### src/rtl/apb_master_interface_if.sv
// rtl/apb_master_interface_if.sv - command/response stream and APB3 bus bundle for the APB requester
interface apb_master_interface_if #(
    parameter int ADDR_W = 3,
    parameter int DATA_W = 8
);
    logic              cmd_valid;
    logic              cmd_ready;
    logic              cmd_write;
    logic [ADDR_W-1:0] cmd_addr;
    logic [DATA_W-1:0] cmd_wdata;
    logic              rsp_valid;
    logic [DATA_W-1:0] rsp_rdata;
    logic              rsp_err;
    logic [ADDR_W-1:0] paddr;
    logic              pwrite;
    logic              psel;
    logic              penable;
    logic [DATA_W-1:0] pwdata;
    logic [DATA_W-1:0] prdata;
    logic              pready;
    logic              pslverr;

    modport master (
        input  cmd_valid, cmd_write, cmd_addr, cmd_wdata,
        input  prdata, pready, pslverr,
        output cmd_ready, rsp_valid, rsp_rdata, rsp_err,
        output paddr, pwrite, psel, penable, pwdata
    );

    modport slave (
        output cmd_valid, cmd_write, cmd_addr, cmd_wdata,
        output prdata, pready, pslverr,
        input  cmd_ready, rsp_valid, rsp_rdata, rsp_err,
        input  paddr, pwrite, psel, penable, pwdata
    );
endinterface

### src/rtl/apb_master_interface.sv
// rtl/apb_master_interface.sv - APB3 requester turning a valid/ready command stream into SETUP/ACCESS transfers
module apb_master_interface #(
    parameter int ADDR_W  = 3,
    parameter int DATA_W  = 8,
    parameter int TIMEOUT = 16
) (
    input  logic                    PCLK,
    input  logic                    PRESET_n,
    apb_master_interface_if.master  bus
);
    // Counter is one bit wider than needed for TIMEOUT-1 so it can saturate when TIMEOUT=0.
    localparam int                CNT_W    = $clog2(TIMEOUT) + 1;
    localparam bit                TO_EN    = (TIMEOUT != 0);
    localparam logic [CNT_W-1:0]  CNT_LAST = CNT_W'((TIMEOUT > 0) ? (TIMEOUT - 1) : 0);
    localparam logic [CNT_W-1:0]  CNT_MAX  = '1;

    typedef enum logic [1:0] {
        ST_IDLE   = 2'd0,
        ST_SETUP  = 2'd1,
        ST_ACCESS = 2'd2
    } state_t;

    state_t            state;
    logic [CNT_W-1:0]  wait_cnt;
    logic [ADDR_W-1:0] paddr_q;
    logic              pwrite_q;
    logic              psel_q;
    logic              penable_q;
    logic [DATA_W-1:0] pwdata_q;
    logic              rsp_valid_q;
    logic              rsp_err_q;
    logic [DATA_W-1:0] rsp_rdata_q;

    assign bus.cmd_ready = (state == ST_IDLE);
    assign bus.paddr     = paddr_q;
    assign bus.pwrite    = pwrite_q;
    assign bus.psel      = psel_q;
    assign bus.penable   = penable_q;
    assign bus.pwdata    = pwdata_q;
    assign bus.rsp_valid = rsp_valid_q;
    assign bus.rsp_err   = rsp_err_q;
    assign bus.rsp_rdata = rsp_rdata_q;

    // Transfer sequencer: IDLE accepts a command, SETUP lasts one cycle, ACCESS waits for PREADY or timeout.
    always_ff @(posedge PCLK or negedge PRESET_n) begin
        if (!PRESET_n) begin
            state       <= ST_IDLE;
            wait_cnt    <= '0;
            paddr_q     <= '0;
            pwrite_q    <= 1'b0;
            psel_q      <= 1'b0;
            penable_q   <= 1'b0;
            pwdata_q    <= '0;
            rsp_valid_q <= 1'b0;
            rsp_err_q   <= 1'b0;
            rsp_rdata_q <= '0;
        end else begin
            rsp_valid_q <= 1'b0;
            rsp_err_q   <= 1'b0;
            case (state)
                ST_IDLE: begin
                    if (bus.cmd_valid) begin
                        paddr_q   <= bus.cmd_addr;
                        pwrite_q  <= bus.cmd_write;
                        pwdata_q  <= bus.cmd_wdata;
                        psel_q    <= 1'b1;
                        penable_q <= 1'b0;
                        state     <= ST_SETUP;
                    end
                end
                ST_SETUP: begin
                    penable_q <= 1'b1;
                    wait_cnt  <= '0;
                    state     <= ST_ACCESS;
                end
                ST_ACCESS: begin
                    if (bus.pready) begin
                        psel_q      <= 1'b0;
                        penable_q   <= 1'b0;
                        rsp_valid_q <= 1'b1;
                        rsp_err_q   <= bus.pslverr;
                        rsp_rdata_q <= pwrite_q ? '0 : bus.prdata;
                        state       <= ST_IDLE;
                    end else if (TO_EN && (wait_cnt == CNT_LAST)) begin
                        psel_q      <= 1'b0;
                        penable_q   <= 1'b0;
                        rsp_valid_q <= 1'b1;
                        rsp_err_q   <= 1'b1;
                        rsp_rdata_q <= '0;
                        state       <= ST_IDLE;
                    end else if (wait_cnt != CNT_MAX) begin
                        wait_cnt <= wait_cnt + CNT_W'(1);
                    end
                end
                default: begin
                    psel_q    <= 1'b0;
                    penable_q <= 1'b0;
                    state     <= ST_IDLE;
                end
            endcase
        end
    end
endmodule

### src/flat_wrapper.sv
// flat-port wrapper written by rule: the top's interface ports become plain ports
module apb_master_interface_flat 
#(
    parameter int ADDR_W  = 3,
    parameter int DATA_W  = 8,
    parameter int TIMEOUT = 16
)
  (PCLK, PRESET_n, bus_cmd_valid, bus_cmd_write, bus_cmd_addr, bus_cmd_wdata, bus_prdata, bus_pready, bus_pslverr, bus_cmd_ready, bus_rsp_valid, bus_rsp_rdata, bus_rsp_err, bus_paddr, bus_pwrite, bus_psel, bus_penable, bus_pwdata);
  apb_master_interface_if #(.ADDR_W(ADDR_W), .DATA_W(DATA_W)) bus_i ();
  input  logic PCLK;
  input  logic PRESET_n;
  input wire logic [$bits(bus_i.cmd_valid)-1:0] bus_cmd_valid;
  input wire logic [$bits(bus_i.cmd_write)-1:0] bus_cmd_write;
  input wire logic [$bits(bus_i.cmd_addr)-1:0] bus_cmd_addr;
  input wire logic [$bits(bus_i.cmd_wdata)-1:0] bus_cmd_wdata;
  input wire logic [$bits(bus_i.prdata)-1:0] bus_prdata;
  input wire logic [$bits(bus_i.pready)-1:0] bus_pready;
  input wire logic [$bits(bus_i.pslverr)-1:0] bus_pslverr;
  output wire logic [$bits(bus_i.cmd_ready)-1:0] bus_cmd_ready;
  output wire logic [$bits(bus_i.rsp_valid)-1:0] bus_rsp_valid;
  output wire logic [$bits(bus_i.rsp_rdata)-1:0] bus_rsp_rdata;
  output wire logic [$bits(bus_i.rsp_err)-1:0] bus_rsp_err;
  output wire logic [$bits(bus_i.paddr)-1:0] bus_paddr;
  output wire logic [$bits(bus_i.pwrite)-1:0] bus_pwrite;
  output wire logic [$bits(bus_i.psel)-1:0] bus_psel;
  output wire logic [$bits(bus_i.penable)-1:0] bus_penable;
  output wire logic [$bits(bus_i.pwdata)-1:0] bus_pwdata;
  assign bus_i.cmd_valid = bus_cmd_valid;
  assign bus_i.cmd_write = bus_cmd_write;
  assign bus_i.cmd_addr = bus_cmd_addr;
  assign bus_i.cmd_wdata = bus_cmd_wdata;
  assign bus_i.prdata = bus_prdata;
  assign bus_i.pready = bus_pready;
  assign bus_i.pslverr = bus_pslverr;
  assign bus_cmd_ready = bus_i.cmd_ready;
  assign bus_rsp_valid = bus_i.rsp_valid;
  assign bus_rsp_rdata = bus_i.rsp_rdata;
  assign bus_rsp_err = bus_i.rsp_err;
  assign bus_paddr = bus_i.paddr;
  assign bus_pwrite = bus_i.pwrite;
  assign bus_psel = bus_i.psel;
  assign bus_penable = bus_i.penable;
  assign bus_pwdata = bus_i.pwdata;
  apb_master_interface #(.ADDR_W(ADDR_W), .DATA_W(DATA_W), .TIMEOUT(TIMEOUT)) u_core (.PCLK(PCLK), .PRESET_n(PRESET_n), .bus(bus_i));
endmodule
### config.mk
export PLATFORM = sky130hd
export DESIGN_NAME = apb_master_interface_flat
export DESIGN_NICKNAME = d
export VERILOG_FILES = /design/src/rtl/apb_master_interface_if.sv /design/src/rtl/apb_master_interface.sv /design/src/flat_wrapper.sv
export SDC_FILE = /design/constraint.sdc
export NUM_CORES = 1
export LEC_CHECK = 0
export ABC_AREA = 1
export CAP_MARGIN = 0
export CORE_MARGIN = 3
export CORE_UTILIZATION = 35
export DETAILED_ROUTE_END_ITERATION = 8
export GPL_TIMING_DRIVEN = 0
export HOLD_SLACK_MARGIN = 0.02
export PLACE_DENSITY = 0.71
export SLEW_MARGIN = 30
export SYNTH_ARGS = -nofsm -noshare
export SYNTH_HDL_FRONTEND = slang
export SYNTH_SLANG_ARGS = --single-unit
### constraint.sdc
create_clock -name PCLK -period 3.2 [get_ports PCLK]
set_input_delay 0.32 -clock PCLK [delete_from_list [all_inputs] [get_ports PCLK]]
set_output_delay 0.32 -clock PCLK [all_outputs]
set_load 0.03 [all_outputs]
Yosys cells after proc, flatten, opt, wreduce, memory -nomap -nowiden
Index checks and enable logic that the tools add are counted.

Input bits: 25. Register bits: 31. Output and inout port bits: 25.

Reduce and logical (&&, ||, !) cells: 8. Bitwise operators: 1. Add/subtract/negate cells: 1. Equality and inequality tests: 9. Mux-type cells: 22.

Operators with widths (count): 8-bit 2-to-1 mux (3); 5-bit 2-to-1 mux (3); 5-bit case mux with 2 select lines (1); 1-bit 2-to-1 mux (9); 2-bit 2-to-1 mux (3); 2-bit inequality test, second input constant (3); 1-bit case mux with 3 select lines (2); 2-bit case mux with 3 select lines (1); 2-bit AND reduction (3); 5-bit by 1-bit adder with 5-bit output, second input constant (1); 5-bit by 4-bit == test with 1-bit output, second input constant (1); 5-bit inequality test, second input constant (1); 4-bit AND reduction (1); 2-bit nonzero test (2); 3-bit by 2-bit inequality test with 1-bit output, second input constant (1); 3-bit AND reduction (1); 2-bit by 1-bit == test with 1-bit output, second input constant (1); 2-bit == test, second input constant (1); 2-bit zero test (1); 2-bit by 1-bit inequality test with 1-bit output, second input constant (1); 1-bit inverter (1).

Longest topological paths before layout
Gate-level depths: netlist (run 1).

Word-level depth: 5. Depth in mapped cells: 10.

Least setup slack after synthesis (run 1)
Ideal clock, no wire load.

Path kind: flip-flop to flip-flop. From: register u_core.wait_cnt[0]. To: register u_core.psel_q (netlist: u_core.bus.psel). Setup slack: 1.677 ns. Buffers on the path: 1. Data arrival time: 1.457 ns. Setup time: 0.065 ns. Cell stages (with the launch flop): 11. Cells stage by stage: dfrtp_1 > ha_1 > nand2_1 > nor2_1 > ha_1 > nor2_2 > buf_4 > nand2_1 > nand3_1 > nand2_1 > nand2_1.

Word-level cells in the longest chain between the ends: 3.

RTL lines: from (decl) (line apb_master_interface.sv:24) `logic [CNT_W-1:0] wait_cnt;`; from (signal assigned) (line apb_master_interface.sv:92) `wait_cnt <= wait_cnt + CNT_W'(1);`; 5-bit by 4-bit == test with 1-bit output (line apb_master_interface.sv:84) `end else if (TO_EN && (wait_cnt == CNT_LAST)) begin`; 3-bit by 2-bit inequality test with 1-bit output (no source line); 3-bit AND reduction (no source line); to (signal assigned) (line apb_master_interface.sv:78) `psel_q <= 1'b0;`; to (signal assigned) (line apb_master_interface.sv:85) `psel_q <= 1'b0;`; to (signal assigned) (line apb_master_interface.sv:96) `psel_q <= 1'b0;`; to (decl) (line apb_master_interface.sv:27) `logic psel_q;`.

Every way passes these cells. A chain may end at the register's enable or synchronous reset.

Worst setup path in the final report (run 1)
From: register u_core.state[0]. To: output bus_cmd_ready.

Word-level cells in the longest chain between the ends: 1.

RTL lines: from (decl) (line apb_master_interface.sv:23) `state_t state;`; from (signal assigned) (line apb_master_interface.sv:47) `state <= ST_IDLE;`; from (signal assigned) (line apb_master_interface.sv:68) `state <= ST_SETUP;`; from (signal assigned) (line apb_master_interface.sv:74) `state <= ST_ACCESS;`; 2-bit zero test (line apb_master_interface.sv:34) `assign bus.cmd_ready = (state == ST_IDLE);`; to (decl) (line flat_wrapper.sv:19) `output wire logic [$bits(bus_i.cmd_ready)-1:0] bus_cmd_ready;`.

Every way passes these cells.

==> reports/summary.txt, run 1 <==
Post-synth EDFFs: 0
Worst path buffer plus inverter count: 1
Setup crit start kind: flop
Mapped Nets: 181
RSZ-0062 raised after global routing: false
Grt ovf: 0
Num Clock Sinks: 31
Final #Nets: 237
Vias in the first global route: 1,061
Final hold violation count: 0
Total CTS buffers: 5
Outcome: completed
Synth top area share: 56.57%
Pins over their slew limit: 0
Clock latency at the later pin of the worst-skew pair: 0.28 ns
Die height: 68.60 µm
H-tree Lvls: 2
Critical Path AT: 1.55 ns
Worst slack, placed: 1.529 ns
Die area: 4705 µm²
Number of max-cap violations: 0
I/O pins: 50
Top cells by count, synth: 60 x nand2_1, 31 x dfrtp_1, 15 x nand3_1, 10 x nand2_2, 9 x inv_1
Slew @ Worst Pin: 0.6729 ns
GPL Wtd Cong: 0.7465
Yosys reg bits: 31
Layout cells sized above 1: 13.81%
Setup TNS: 0 ns
Via count: 1,145
Number of DRC markers in iteration 0: 67
GR Util All Layers: 13.75%
Minimum clock period: 1.873 ns
Final setup violation count: 0
CORE AREA: 3716 µm²
Pleak: 1.014 nW
Reg clk slew, reported paths: 0.06 ns
Postcts setup bufs: 0
CP max stage delay: 0.71 ns
Count leader, synth: nand2_1
CP Cell Sequence: nor2_2 -> clkdlybuf4s50_1
Mean Syn Cell Area: 8.963 µm²
Synthesized instance count: 153
Die X-Extent: 68.60 µm
Synth Flop Type: dfrtp_1
Routed WL: 2843 µm
Mapped Area: 1371 µm²
Initial core utilization: 36.90%
Setup WS post-layout: 1.327 ns
Setup crit end kind: output pin
Pwr dens: 948.2 nW/µm²
Largest area contributor in the netlist: dfrtp_1
P&R area growth vs syn: 45.71%
Filler Cell Count: 349
CTS tree: yes
Clk buf depth: 2
YS warnings: 0
IO Port Bufs: 49
WS Path Type: flop to output pin
Fmax: 533.9 MHz
Delay-heaviest family, CP: buffers and inverters
Synth area leaders: dfrtp_1 57%, nand2_1 16%, nand3_1 5.5%
Post_cts resized: 0
Post-CTS Hold Buffers: 0
Routed len/inst: 11.02 µm
Row cnt: 22
Drt first pass iters: 4
Tcrit/Tclk final: 58.54%
Root Buffer: clkbuf_8
Unique masters post-synth: 18
Slew Limit Headroom: 55.14%
Critical Path Slowest Stage Cell: clkdlybuf4s50_1
Largest net degree at the start of global routing: 32
Worst endpoint required time: 2.88 ns
First-pass GRT wire length: 4719 µm
Vias/cell: 4.438
Post-synthesis async set-or-reset flop share: 100.0%
Initial antenna violation count: 0
Hpwl dp: 2052 µm
Ant. Diodes: 0
Peak supply drop: 0.0005709 V
Total power: 1.895 mW
Hold Path Class: input pin to async pin
Register area share after synthesis: 56.57%
Clk_skew: 0.004290 ns
Critical Path Fanout Max: 3
# DRC: 0
Antenna viol nets, final: 0
-- cells by family after synthesis --
family	share of synthesized area (%)
compound gates	3.467
fa+ha+maj	2.738
buf+inv	5.565
flops	56.57
simple gates	31.66
-- final cells by class --
cell class                      instances  area (µm²)  share of cell area [%]
Buffer                                  3       27.53                   1.378
Clock buffer                            7       76.32                   3.820
Clock inverter                          1       5.005                  0.2505
Inverter                               13       48.80                   2.442
Multi-Input combinational cell        106       519.2                   25.99
Sequential cell                        31       775.7                   38.82
Tap cell                               48       60.06                   3.006
Timing Repair Buffer                   49       485.5                   24.30
-- where the power goes --
part / internal, mW / leakage, nW / switching [mW]
registers: 0.549 / 0.401 / 0.0936
clock network: 0.152 / 0.0422 / 0.141
logic: 0.382 / 0.570 / 0.577
total: 1.08 / 1.01 / 0.812
-- layout by cell type, fill, tap and decap left out --
master	count
nand2_1	60
clkdlybuf4s50_1	48
dfrtp_1	31
nand3_1	15
nand2_2	10
inv_1	9
o21ai_1	8
clkbuf_8	5
inv_2	4
nor2_1	3
ha_1	3
nor2_2	2
buf_2	2
clkbuf_1	2
buf_4	1
nor2_4	1
nor2_8	1
o21a_1	1
buf_8	1
nand3_2	1
nand4_1	1
clkinv_2	1
-- registers in the layout, summed over array words and instances, names as in the netlist, 2 cells and up --
name	cells
u_core.bus.pwdata	8
u_core.bus.paddr	3
u_core.wait_cnt	5
u_core.bus.rsp_rdata	8
u_core.state	2
-- stage by stage --
stage | cell area [µm²] | utilization, % | hold WS [ns] | std cells
after global routing | 1998 | 53.77 | 0.1236 | 258
after detailed placement | 1917 | 51.58 | 0.4029 | 250
final | 1998 | 53.77 | 0.07098 | 258
after global placement | 1922 | 51.72 | 0.4602 | 250
after floorplan | 1371 | - | 0.02441 | 153
after CTS | 1998 | 53.77 | 0.09225 | 258
-- per-layer routing --
layer | global-route usage (%) | up-vias | wire, µm
met2 | 20.98 | 43 | 1212
li1 | - | 590 | -
met1 | 16.77 | 507 | 1351
met4 | 5.955 | 0 | 44
met3 | 5.997 | 5 | 234
met5 | 0 | - | 0
-- final timing paths --
kind	startpoint	to	slack (ns)	cells after the start
hold / removal	PRESET_n	u_core.bus.rsp_valid	0.07	1
max in group asynchronous	PRESET_n	u_core.wait_cnt[0]	2.69	1
setup reg to reg	u_core.wait_cnt[0]	u_core.bus.psel	1.52	10
hold reg to reg	u_core.bus.psel	u_core.bus.psel	0.47	2
min in group PCLK	u_core.bus.psel	u_core.bus.psel	0.47	2
setup / recovery	u_core.state[0]	bus_cmd_ready	1.33	2
Note: power is estimated with default switching activity, not from simulation.
==> inputs of run 2 (changes only) <==
==> constraint.sdc (replaced) <==
create_clock -name PCLK -period 1.9 [get_ports PCLK]
set_input_delay 0.19 -clock PCLK [delete_from_list [all_inputs] [get_ports PCLK]]
set_output_delay 0.19 -clock PCLK [all_outputs]
set_load 0.03 [all_outputs]
==> reports/summary.txt, run 2 (synthesis gave the netlist of run 1 again) <==
CORE AREA: 3716 µm² (unchanged)
M1 WL: 1357 µm (was 1351 µm)
Root Buffer: clkbuf_8 (unchanged)
Critical Path Fanout Max: 3 (unchanged)
Clk buf depth: 2 (unchanged)
GPL Wtd Cong: 0.7465 (unchanged)
Largest net degree at the start of global routing: 32 (unchanged)
Pins over their slew limit: 0 (unchanged)
Pwr dens: 1590 nW/µm² (was 948.2 nW/µm²)
Metal3 WL: 235 µm (was 234 µm)
Slew Limit Headroom: 55.04% (was 55.14%)
Vias/cell: 4.432 (was 4.438)
Grt ovf: 0 (unchanged)
Die height: 68.60 µm (unchanged)
Critical Path AT: 1.55 ns (about the same)
Final #Nets: 238 (was 237)
Num Clock Sinks: 31 (unchanged)
Minimum clock period: 1.743 ns
RSZ-0062 raised after global routing: false (unchanged)
Post_cts resized: 0 (unchanged)
Number of max-cap violations: 0 (unchanged)
Drt first pass iters: 4 (unchanged)
Uppermost layer routed: met4 (unchanged)
P&R area growth vs syn: 46.44% (was 45.71%)
I/O pins: 50 (unchanged)
IO Port Bufs: 49 (unchanged)
Peak supply drop: 0.0009617 V (was 0.0005709 V)
Hold Path Class: input pin to flop (was input pin to async pin)
First-pass GRT wire length: 4747 µm (was 4719 µm)
Routed len/inst: 11.05 µm (was 11.02 µm)
Vias in the first global route: 1,070 (was 1,061)
Number of DRC markers in iteration 0: 69 (was 67)
Pleak: 1.018 nW (was 1.014 nW)
Row cnt: 22 (unchanged)
Fmax: 573.7 MHz
Total CTS buffers: 5 (unchanged)
# DRC: 0 (unchanged)
Setup WS post-layout: 0.1569 ns (was 1.327 ns)
Clk_skew: 0.004070 ns (was 0.004290 ns)
Ant. Diodes: 0 (unchanged)
Initial antenna violation count: 0 (unchanged)
GR Util All Layers: 13.82% (was 13.75%)
Tcrit/Tclk final: 91.74%
Slew @ Worst Pin: 0.6743 ns (was 0.6729 ns)
Initial core utilization: 36.90% (unchanged)
Final hold violation count: 0 (unchanged)
Antenna viol nets, final: 0 (unchanged)
Final setup violation count: 0 (unchanged)
CTS tree: yes (unchanged)
WS Path Type: flop to output pin (unchanged)
Setup crit end kind: output pin (unchanged)
Setup crit start kind: flop (unchanged)
Die X-Extent: 68.60 µm (unchanged)
Commonest cells after routing, fill and taps aside: 60 x nand2_1, 48 x clkdlybuf4s50_1, 31 x dfrtp_1 (unchanged)
Reg clk slew, reported paths: 0.06 ns (about the same)
Worst endpoint required time: 1.71 ns (was 2.88 ns)
Worst slack, placed: 0.2295 ns (was 1.529 ns)
Total power: 3.193 mW (was 1.895 mW)
Layout cells sized above 1: 13.74% (was 13.81%)
Setup TNS: 0 ns (unchanged)
H-tree Lvls: 2 (unchanged)
Most common cell after layout, fill and taps aside: nand2_1 (unchanged)
Filler Cell Count: 348 (was 349)
Die area: 4705 µm² (unchanged)
Outcome: completed (unchanged)
Hpwl dp: 2052 µm (unchanged)
Clock latency at the later pin of the worst-skew pair: 0.28 ns (about the same)
Via count: 1,148 (was 1,145)
Wire length on met2: 1225 µm (was 1212 µm)
Routed WL: 2863 µm (was 2843 µm)
run 2: cell count changes in the layout (fill, tap and decap cells not counted):
| cell | change |
|---|---|
| dlygate4sd3_1 | +1 |
run 2: where the power goes:
group / internal [mW] / total (mW) / leakage, nW / switching [mW]
Clock: 0.257 / 0.494 / 0.0422 / 0.237
Sequential: 0.924 / 1.08 / 0.401 / 0.158
Combinational: 0.644 / 1.62 / 0.574 / 0.973
run 2: final timing paths:
path / from / to / slack, ns / cells past startpoint
max: u_core.state[0] / bus_cmd_ready / 0.16 / 2
min: bus_cmd_wdata[2] / u_core.bus.pwdata[2] / 0.45 / 3
max reg2reg: u_core.wait_cnt[0] / u_core.bus.psel / 0.22 / 10
min reg2reg: u_core.bus.psel / u_core.bus.psel / 0.47 / 2
max in group asynchronous: PRESET_n / u_core.wait_cnt[0] / 0.99 / 2
min in group asynchronous: PRESET_n / u_core.bus.rsp_valid / 0.48 / 2
run 2: layer usage:
metal | track usage [%] | vias up
li1 | - | 592
met1 | 16.77 | 508
met2 | 21.22 | 43
met3 | 5.997 | 5
met4 | 5.955 | 0
met5 | 0 | -
run 2: worst max-delay path, stage by stage, from the launching register on:
cell and delay (ns):
dfrtp_1 0.42, nor2_2 0.15, clkdlybuf4s50_1 0.71
run 2: layout make-up:
class | count | area [µm²] | share of cell area, %
inverter | 13 | 48.80 | 2.430
timing repair buffer | 50 | 495.5 | 24.67
clock inverter | 1 | 5.005 | 0.2492
clock buffer | 7 | 76.32 | 3.801
multi-input combinational | 106 | 519.2 | 25.86
tap | 48 | 60.06 | 2.991
buffer | 3 | 27.53 | 1.371
sequential | 31 | 775.7 | 38.63
run 2: what timing repair did:
action	CTS	global route
hold endpoints to repair	31	0
setup buffers	0	0
hold buffers	1	0
run 2: stage by stage:
stage	hold slack [ns]	cell area, µm²	cells	utilization [%]
after floorplan	-0.1056	1371	153	-
after CTS	0.4421	2008	259	54.04
after detailed placement	0.2729	1917	250	51.58
final	0.4505	2008	259	54.04
after global placement	0.4602	1922	250	51.72
after global routing	0.4470	2008	259	54.04
